$ cat config.mk
export PLATFORM = sky130hd
export DESIGN_NAME = vec_dot_sequencer
export DESIGN_NICKNAME = d
export VERILOG_FILES = /design/src/rtl/vec_dot_sequencer.sv
export SDC_FILE = /design/constraint.sdc
export NUM_CORES = 1
export LEC_CHECK = 0
export CAP_MARGIN = 40
export CORE_ASPECT_RATIO = 1.5
export CORE_UTILIZATION = 50
export DETAILED_ROUTE_END_ITERATION = 6
export PLACE_DENSITY = 0.78
export SLEW_MARGIN = 20
export SYNTH_ARGS = -nofsm -noshare
export SYNTH_HDL_FRONTEND = slang
export SYNTH_SLANG_ARGS = --single-unit
$ cat constraint.sdc
create_clock -name clk_in -period 4.06 [get_ports clk_in]
set_clock_uncertainty 0.1 [all_clocks]
set_input_delay 1.015 -clock clk_in [delete_from_list [all_inputs] [get_ports clk_in]]
set_output_delay 1.015 -clock clk_in [all_outputs]
set_load 0.005 [all_outputs]
$ cat src/rtl/vec_dot_sequencer.sv
// Replays one stored FIFO vector per weight row and emits a signed int8 dot product per row.
// Handshakes: a beat transfers when wt_valid & wt_ready, a result when res_valid & res_ready.
module vec_dot_sequencer #(
    parameter int VecElements  = 16,
    parameter int BytesPerRead = 4,
    parameter int Rows         = 8,
    parameter int AccWidth     = 32
) (
    input  logic                      clk_in,
    input  logic                      rst_n_in,
    input  logic                      start,
    input  logic [BytesPerRead*8-1:0] rd_data,
    output logic                      rd_en,
    output logic                      wrap_rd,
    input  logic [BytesPerRead*8-1:0] wt_data,
    input  logic                      wt_valid,
    output logic                      wt_ready,
    output logic [AccWidth-1:0]       res_data,
    output logic                      res_valid,
    input  logic                      res_ready,
    output logic                      busy,
    output logic                      done,
    output logic [1:0]                fsm_state
);

    localparam int Chunks = VecElements / BytesPerRead;
    localparam int CW     = (Chunks > 1) ? $clog2(Chunks) : 1;
    localparam int RW     = (Rows > 1) ? $clog2(Rows) : 1;
    localparam logic [CW-1:0] LastChunk = CW'(Chunks - 1);
    localparam logic [RW-1:0] LastRow   = RW'(Rows - 1);

    typedef enum logic [1:0] {
        IDLE = 2'd0,
        RUN  = 2'd1,
        EMIT = 2'd2
    } state_t;

    state_t                      state, next_state;
    logic [CW-1:0]               chunk;
    logic [RW-1:0]               row;
    logic signed [AccWidth-1:0]  acc;
    logic signed [AccWidth-1:0]  partial;
    logic signed [AccWidth-1:0]  acc_sum;
    logic signed [15:0]          prod;
    logic                        beat;
    logic                        last_chunk;
    logic                        last_row;

    assign beat       = (state == RUN) && wt_valid;
    assign last_chunk = (chunk == LastChunk);
    assign last_row   = (row == LastRow);
    assign acc_sum    = acc + partial;

    assign wt_ready  = (state == RUN);
    assign busy      = (state != IDLE);
    assign fsm_state = state;
    // The final chunk of the last row steps the FIFO on to the next vector instead of rewinding.
    assign rd_en     = beat && (!last_chunk || last_row);
    assign wrap_rd   = beat && last_chunk && !last_row;

    always_comb begin
        partial = '0;
        prod    = '0;
        for (int i = 0; i < BytesPerRead; i++) begin
            prod    = $signed(rd_data[8*i +: 8]) * $signed(wt_data[8*i +: 8]);
            partial = partial + AccWidth'(prod);
        end
    end

    always_ff @(posedge clk_in or negedge rst_n_in) begin
        if (!rst_n_in) begin
            state <= IDLE;
        end else begin
            state <= next_state;
        end
    end

    always_comb begin
        next_state = state;
        case (state)
            IDLE: if (start) next_state = RUN;
            RUN:  if (beat && last_chunk) next_state = EMIT;
            EMIT: if (res_ready) next_state = last_row ? IDLE : RUN;
            default: next_state = IDLE;
        endcase
    end

    always_ff @(posedge clk_in or negedge rst_n_in) begin
        if (!rst_n_in) begin
            chunk     <= '0;
            row       <= '0;
            acc       <= '0;
            res_data  <= '0;
            res_valid <= 1'b0;
            done      <= 1'b0;
        end else begin
            done <= 1'b0;
            case (state)
                IDLE: begin
                    if (start) begin
                        acc   <= '0;
                        chunk <= '0;
                        row   <= '0;
                    end
                end
                RUN: begin
                    if (beat) begin
                        if (last_chunk) begin
                            res_data  <= acc_sum;
                            res_valid <= 1'b1;
                            acc       <= '0;
                        end else begin
                            acc   <= acc_sum;
                            chunk <= chunk + 1'b1;
                        end
                    end
                end
                EMIT: begin
                    if (res_ready) begin
                        res_valid <= 1'b0;
                        if (last_row) begin
                            done <= 1'b1;
                        end else begin
                            row   <= row + 1'b1;
                            chunk <= '0;
                        end
                    end
                end
                default: ;
            endcase
        end
    end

endmodule

======== Yosys cells after proc, flatten, opt, wreduce, memory -nomap -nowiden ========
Cells that the tools add are included.
W data, S select, Z words.
operators by class
  $add $sub $neg .......................... 6
  multipliers ............................. 4
  div/mod/pow operators ................... 0
  $lt $le $gt $ge ......................... 0
  equal/unequal tests ..................... 11
  shift-type cells ........................ 0
  mux-type cells .......................... 26
  bitwise gates (word level) .............. 0
  reduce and logical (&&, ||, !) cells .... 19
operators with widths
  kind                   count
  $mux W32               3
  $mul A8 B8 Y16         4
  $pmux W32 S2           1
  $add A32 B32 Y32       1
  $add A18 B16 Y19       1
  $add A17 B16 Y18       1
  $add A16 B16 Y17       1
  $mux W2                8
  $pmux W2 S3            2
  $mux W3                3
  $reduce_and A3 Y1      3
  $ne A2 B2 Y1 const B   4
  $reduce_and A4 Y1      2
  $reduce_bool A2 Y1     4
  $mux W1                7
  $ne A2 B1 Y1 const B   3
  $pmux W3 S2            1
  $reduce_and A6 Y1      1
  $eq A2 B2 Y1 const B   2
  $logic_and A1 B1 Y1    4
  $add A3 B1 Y3 const B  1
  $eq A3 B3 Y1 const B   1
  $reduce_bool A3 Y1     1
  $add A2 B1 Y2 const B  1
  5 further kinds        6
word-level totals
  register bits ........................... 73
  latch bits .............................. 0
  memory bits (writable) .................. 0
  memory bits (read-only) ................. 0
  input bits .............................. 69
  output and inout bits ................... 40
  word-level logic and storage cells ...... 73
  memories ................................ 0

======== Longest topological paths before layout ========
  word-level depth ........................ 8
  mapped depth ............................ 37
  gate-level depth less buffers ........... 37

======== Least setup slack after synthesis ========
No wires, ideal clock.
  path type ............................... input port to flip-flop
  from .................................... input rd_data[31]
  to ...................................... register res_data[31]
  setup time .............................. 125 ps
  arrival ................................. 9,774 ps
  required time ........................... 3,835 ps
  setup slack ............................. -5,939 ps
  cell stages on the path ................. 32
  buffers on the path ..................... 1
  cells stage by stage .................... nand2_1 inv_1 fa_1 fa_1 inv_1 fa_1 inv_1 fa_1 fa_1 fa_1 fa_1 inv_1 fa_1 inv_1 ha_1 or4_1 o21ai_0 a211oi_1 nand3_1 a21oi_1 xnor2_1 ha_1 clkbuf_1 a21o_1 a31oi_1 o21ai_0 a21oi_1 nor2_1 a211o_1 a21o_1 xor2_1 mux2_4
between the ends
  longest elaborated chain between the ends .. 3
ends and longest elaborated chain
  what                  line  text
  from (decl)           12    input logic [BytesPerRead*8-1:0] rd_data,
  $mul A8 B8 Y16        65    prod = $signed(rd_data[8*i +: 8]) * $signed(wt_data[8*i +: 8]);
  $add A18 B16 Y19      66    partial = partial + AccWidth'(prod);
  $add A32 B32 Y32      52    assign acc_sum = acc + partial;
  to (signal assigned)  109   res_data <= acc_sum;
  to (decl)             18    output logic [AccWidth-1:0] res_data,
Every way passes these cells.
A chain may end at the register's enable or synchronous reset.

======== Final worst setup path ========
  from .................................... input wt_data[2]
  to ...................................... register res_data[31]
between the ends
  longest elaborated chain between the ends .. 5
ends and longest elaborated chain
  what              line  text
  from (decl)       15    input logic [BytesPerRead*8-1:0] wt_data,
  $mul A8 B8 Y16    65
  $add A16 B16 Y17  66
  $add A17 B16 Y18  66
  $add A18 B16 Y19  66
  $add A32 B32 Y32  52
Every way passes these cells.

==> flow_summary.yaml <==
critical_path:
  setup.worst_path.class: "input port to flop"
  r2r_end: "res_data[31]"
  crit_fanout: 5
  worstPathArrival_ns: 9.76
  slowest_delay_ns: 0.59
  crit_path_start_kind: "input port"
  path_common_cell: "fa_1"
  r2r_cells: 12
  crit_required_ns: 4.20
  r2r_start: "acc[15]"
  r2r_slack_ns: 0.97
  crit_slowest_cell: "fa_2"
  end_kind: "flop"
place:
  hpwl_mm: 35.7
  io_buffer_count: 108
  dp.cells: 2405
  place_congestion: 0.967
clock_network:
  path_clk_slew_ns: 0.06
  clkLatencyLatePin_ns: 0.35
  cts_root_buf: "clkbuf_16"
  cts_hold_buf: 0
  cts.path.max_buffers: 2
  cts_tree: "built"
  tritoncts.num_buffers: 9
  htreeDepth: 3
  cts.sinks: 73
synthesis:
  syn_nets: 2197
  synth_area_leader_cell: "fa_1"
  syn_area_per_cell_sq_um: 9.42
  synthTopCellsByArea: "fa_1, dfrtp_1, ha_1"
  synth-async-reset-ratio_pct: 100
  synth_warnings: 0
  synthCells: 1663
  synth_top_cells_by_count: "inv_1, fa_1, nand2_1"
  synth_top_cell_area_share_pct: 41.8
  netlist_area_sq_um: 15700
  synth-main-ff-cell: "dfrtp_1"
  synth_edf_count: 0
  synth_mux_area_share_pct: 0.423
  synth_xor_area_share_pct: 2.68
  synthAdderAreaFrac_pct: 52.8
  yosysSeqAreaShare_pct: 11.7
  synth.distinct_cells: 60
  yosysMostFrequentCell: "inv_1"
  synth_top_family_by_area: "adder cells"
  yosys.area_share.simple_pct: 15.1
  synth_compound_area_share_pct: 7.35
  synth_seq_cells: 73
global_route:
  antenna_found_initial: 1
  grt_max_degree: 71
  grt_usage_pct: 30.7
  grt_pass1_vias: 15589
  grt_overflow: 0
  grt_pass1_wl_mm: 76.7
cells_and_area:
  area.sequential_sq_um: 1830
  areaGrowthSynthToFinish_pct: 42.0
  nets: 2637
  multi_input_area_sq_um: 14200
  nFillCells: 1992
  drive_above_1_share_pct: 35.2
  finalNonFillerCells: 2514
floorplan:
  num_rows: 79
  core_sq_um: 30900
  io_pins: 109
  dieArea_sq_um: 32100
  initial_core_util_pct: 50.6
  die_h_microns: 219
  die_x_microns: 147
sta:
  rsz0062_at_grt: "yes"
  relSlewSlack_pct: 40.6
  hold_viol: 0
  fin_crit_ns: 9.63
  finalSetupViolCount: 60
  fin_crit_sh_pct: 237
  holdWs_ns: 0.377
  slew_violations: 0
  worst_pin_slew_ns: 0.889
  clock.fmax_mhz: 104
  setup_ws_ns: -5.57
min_path:
  hold_path_depth: 2
  holdCritStartpoint: "res_valid"
  hold_end: "res_valid"
  hold_path.class: "flop to flop"
routing:
  dr_wl_met2_mm: 28.1
  first_pass_iters: 5
  ant_nets: 0
  vias: 13889
  drc: 0
  wl_mm: 50.7
  drt-initial-drc-count: 658
  top_layer_used: "met4"
  wl_met1_mm: 16.2
  avgRoutedWirePerCell_microns: 20.2
  routed_via_density: 5.52
  met3_wirelength_mm: 2.13
outcome:
  violations: "setup timing"
  status: "finished with violations"
job:
  drv_cap: 0
==> per-layer routing <==
layer  global-route usage (%)  vias to the layer above
met5                        0                        -
met4                     17.8                        0
met3                     3.04                      305
met2                     61.5                      631
met1                     30.3                     7016
li1                         -                     5937
==> worst max path at each step <==
stage | depth (start not counted) | to | from
after CTS | 40 | res_data[31] | wt_data[4]
after global routing | 35 | res_data[29] | wt_data[2]
after floorplan | 31 | res_data[31] | rd_data[7]
after detailed placement | 33 | res_data[29] | rd_data[26]
after global placement | 36 | acc[29] | rd_data[7]
final | 34 | res_data[31] | wt_data[2]
==> flip-flops by register name, indices dropped and copies added, names as in the netlist <==
name	flops
chunk	2
acc	32
fsm_state	2
res_data	32
row	3
res_valid	1
done	1
==> timing repair <==
action | 4_1_cts | 5_1_grt
endpoints found under the setup margin | 62 | 62
pin swaps | 216 | 105
cloned | 1 | 0
resized for setup | 592 | 134
setup buffers | 63 | 39
==> cells by family after synthesis <==
| kind of cell | after synthesis |
|---|---|
| flops | 73 |
| compound gates | 185 |
| mux | 6 |
| fa+ha+maj | 465 |
| xor+xnor | 48 |
| simple gates | 469 |
| buf+inv | 417 |
==> cells in the final DEF (no fill, tap or decap), types with 12 or more instances in the layout <==
master	n
nand2b_1	19
buf_2	28
and2_4	32
o21ai_0	12
nand2_1	154
nand2_2	16
a21o_1	14
nand3_1	12
nor2b_1	13
inv_2	46
inv_1	349
o21ai_1	47
buf_4	259
fa_2	27
ha_4	48
and2_1	107
xnor2_1	17
clkdlybuf4s50_1	43
a21oi_2	14
o21ai_2	14
fa_1	300
buf_6	97
dfrtp_1	73
ha_1	86
a21oi_1	18
nor2_1	42
==> area by class of cell <==
type	count	share of cell area, %
Antenna cell	1	0.0112
Clock buffer	10	1.03
Clock inverter	6	0.304
Inverter	397	6.72
Multi-Input combinational cell	1173	63.7
Sequential cell	73	8.21
Tap cell	405	2.28
Timing Repair Buffer	449	17.7
==> worst max-delay path, delay by kind of cell <==
family / cells / cell delay [ns]
AO/OA/AOI/OAI: 6 / 1.22
AND/OR/NAND/NOR: 6 / 1.43
multiplexers: 1 / 0.26
XOR/XNOR: 2 / 0.31
adder cells (fa/ha/maj): 10 / 4.73
buffers and inverters: 9 / 0.77
==> stage by stage <==
step	TNS [ns]	util, %	setup slack, ns	area (sq um)
floorplan	-223.43	-	-5.03	16100
finish	-269.19	71.9	-5.57	22200
detailed placement	-303.75	63.0	-6.32	19500
CTS	-250.35	69.4	-5.28	21500
global placement	-298.51	62.9	-6.23	19500
global route	-281.84	71.9	-5.80	22200
Power is not shown: default switching activity piles up to over one toggle a cycle in this logic, so the estimate is an artifact.
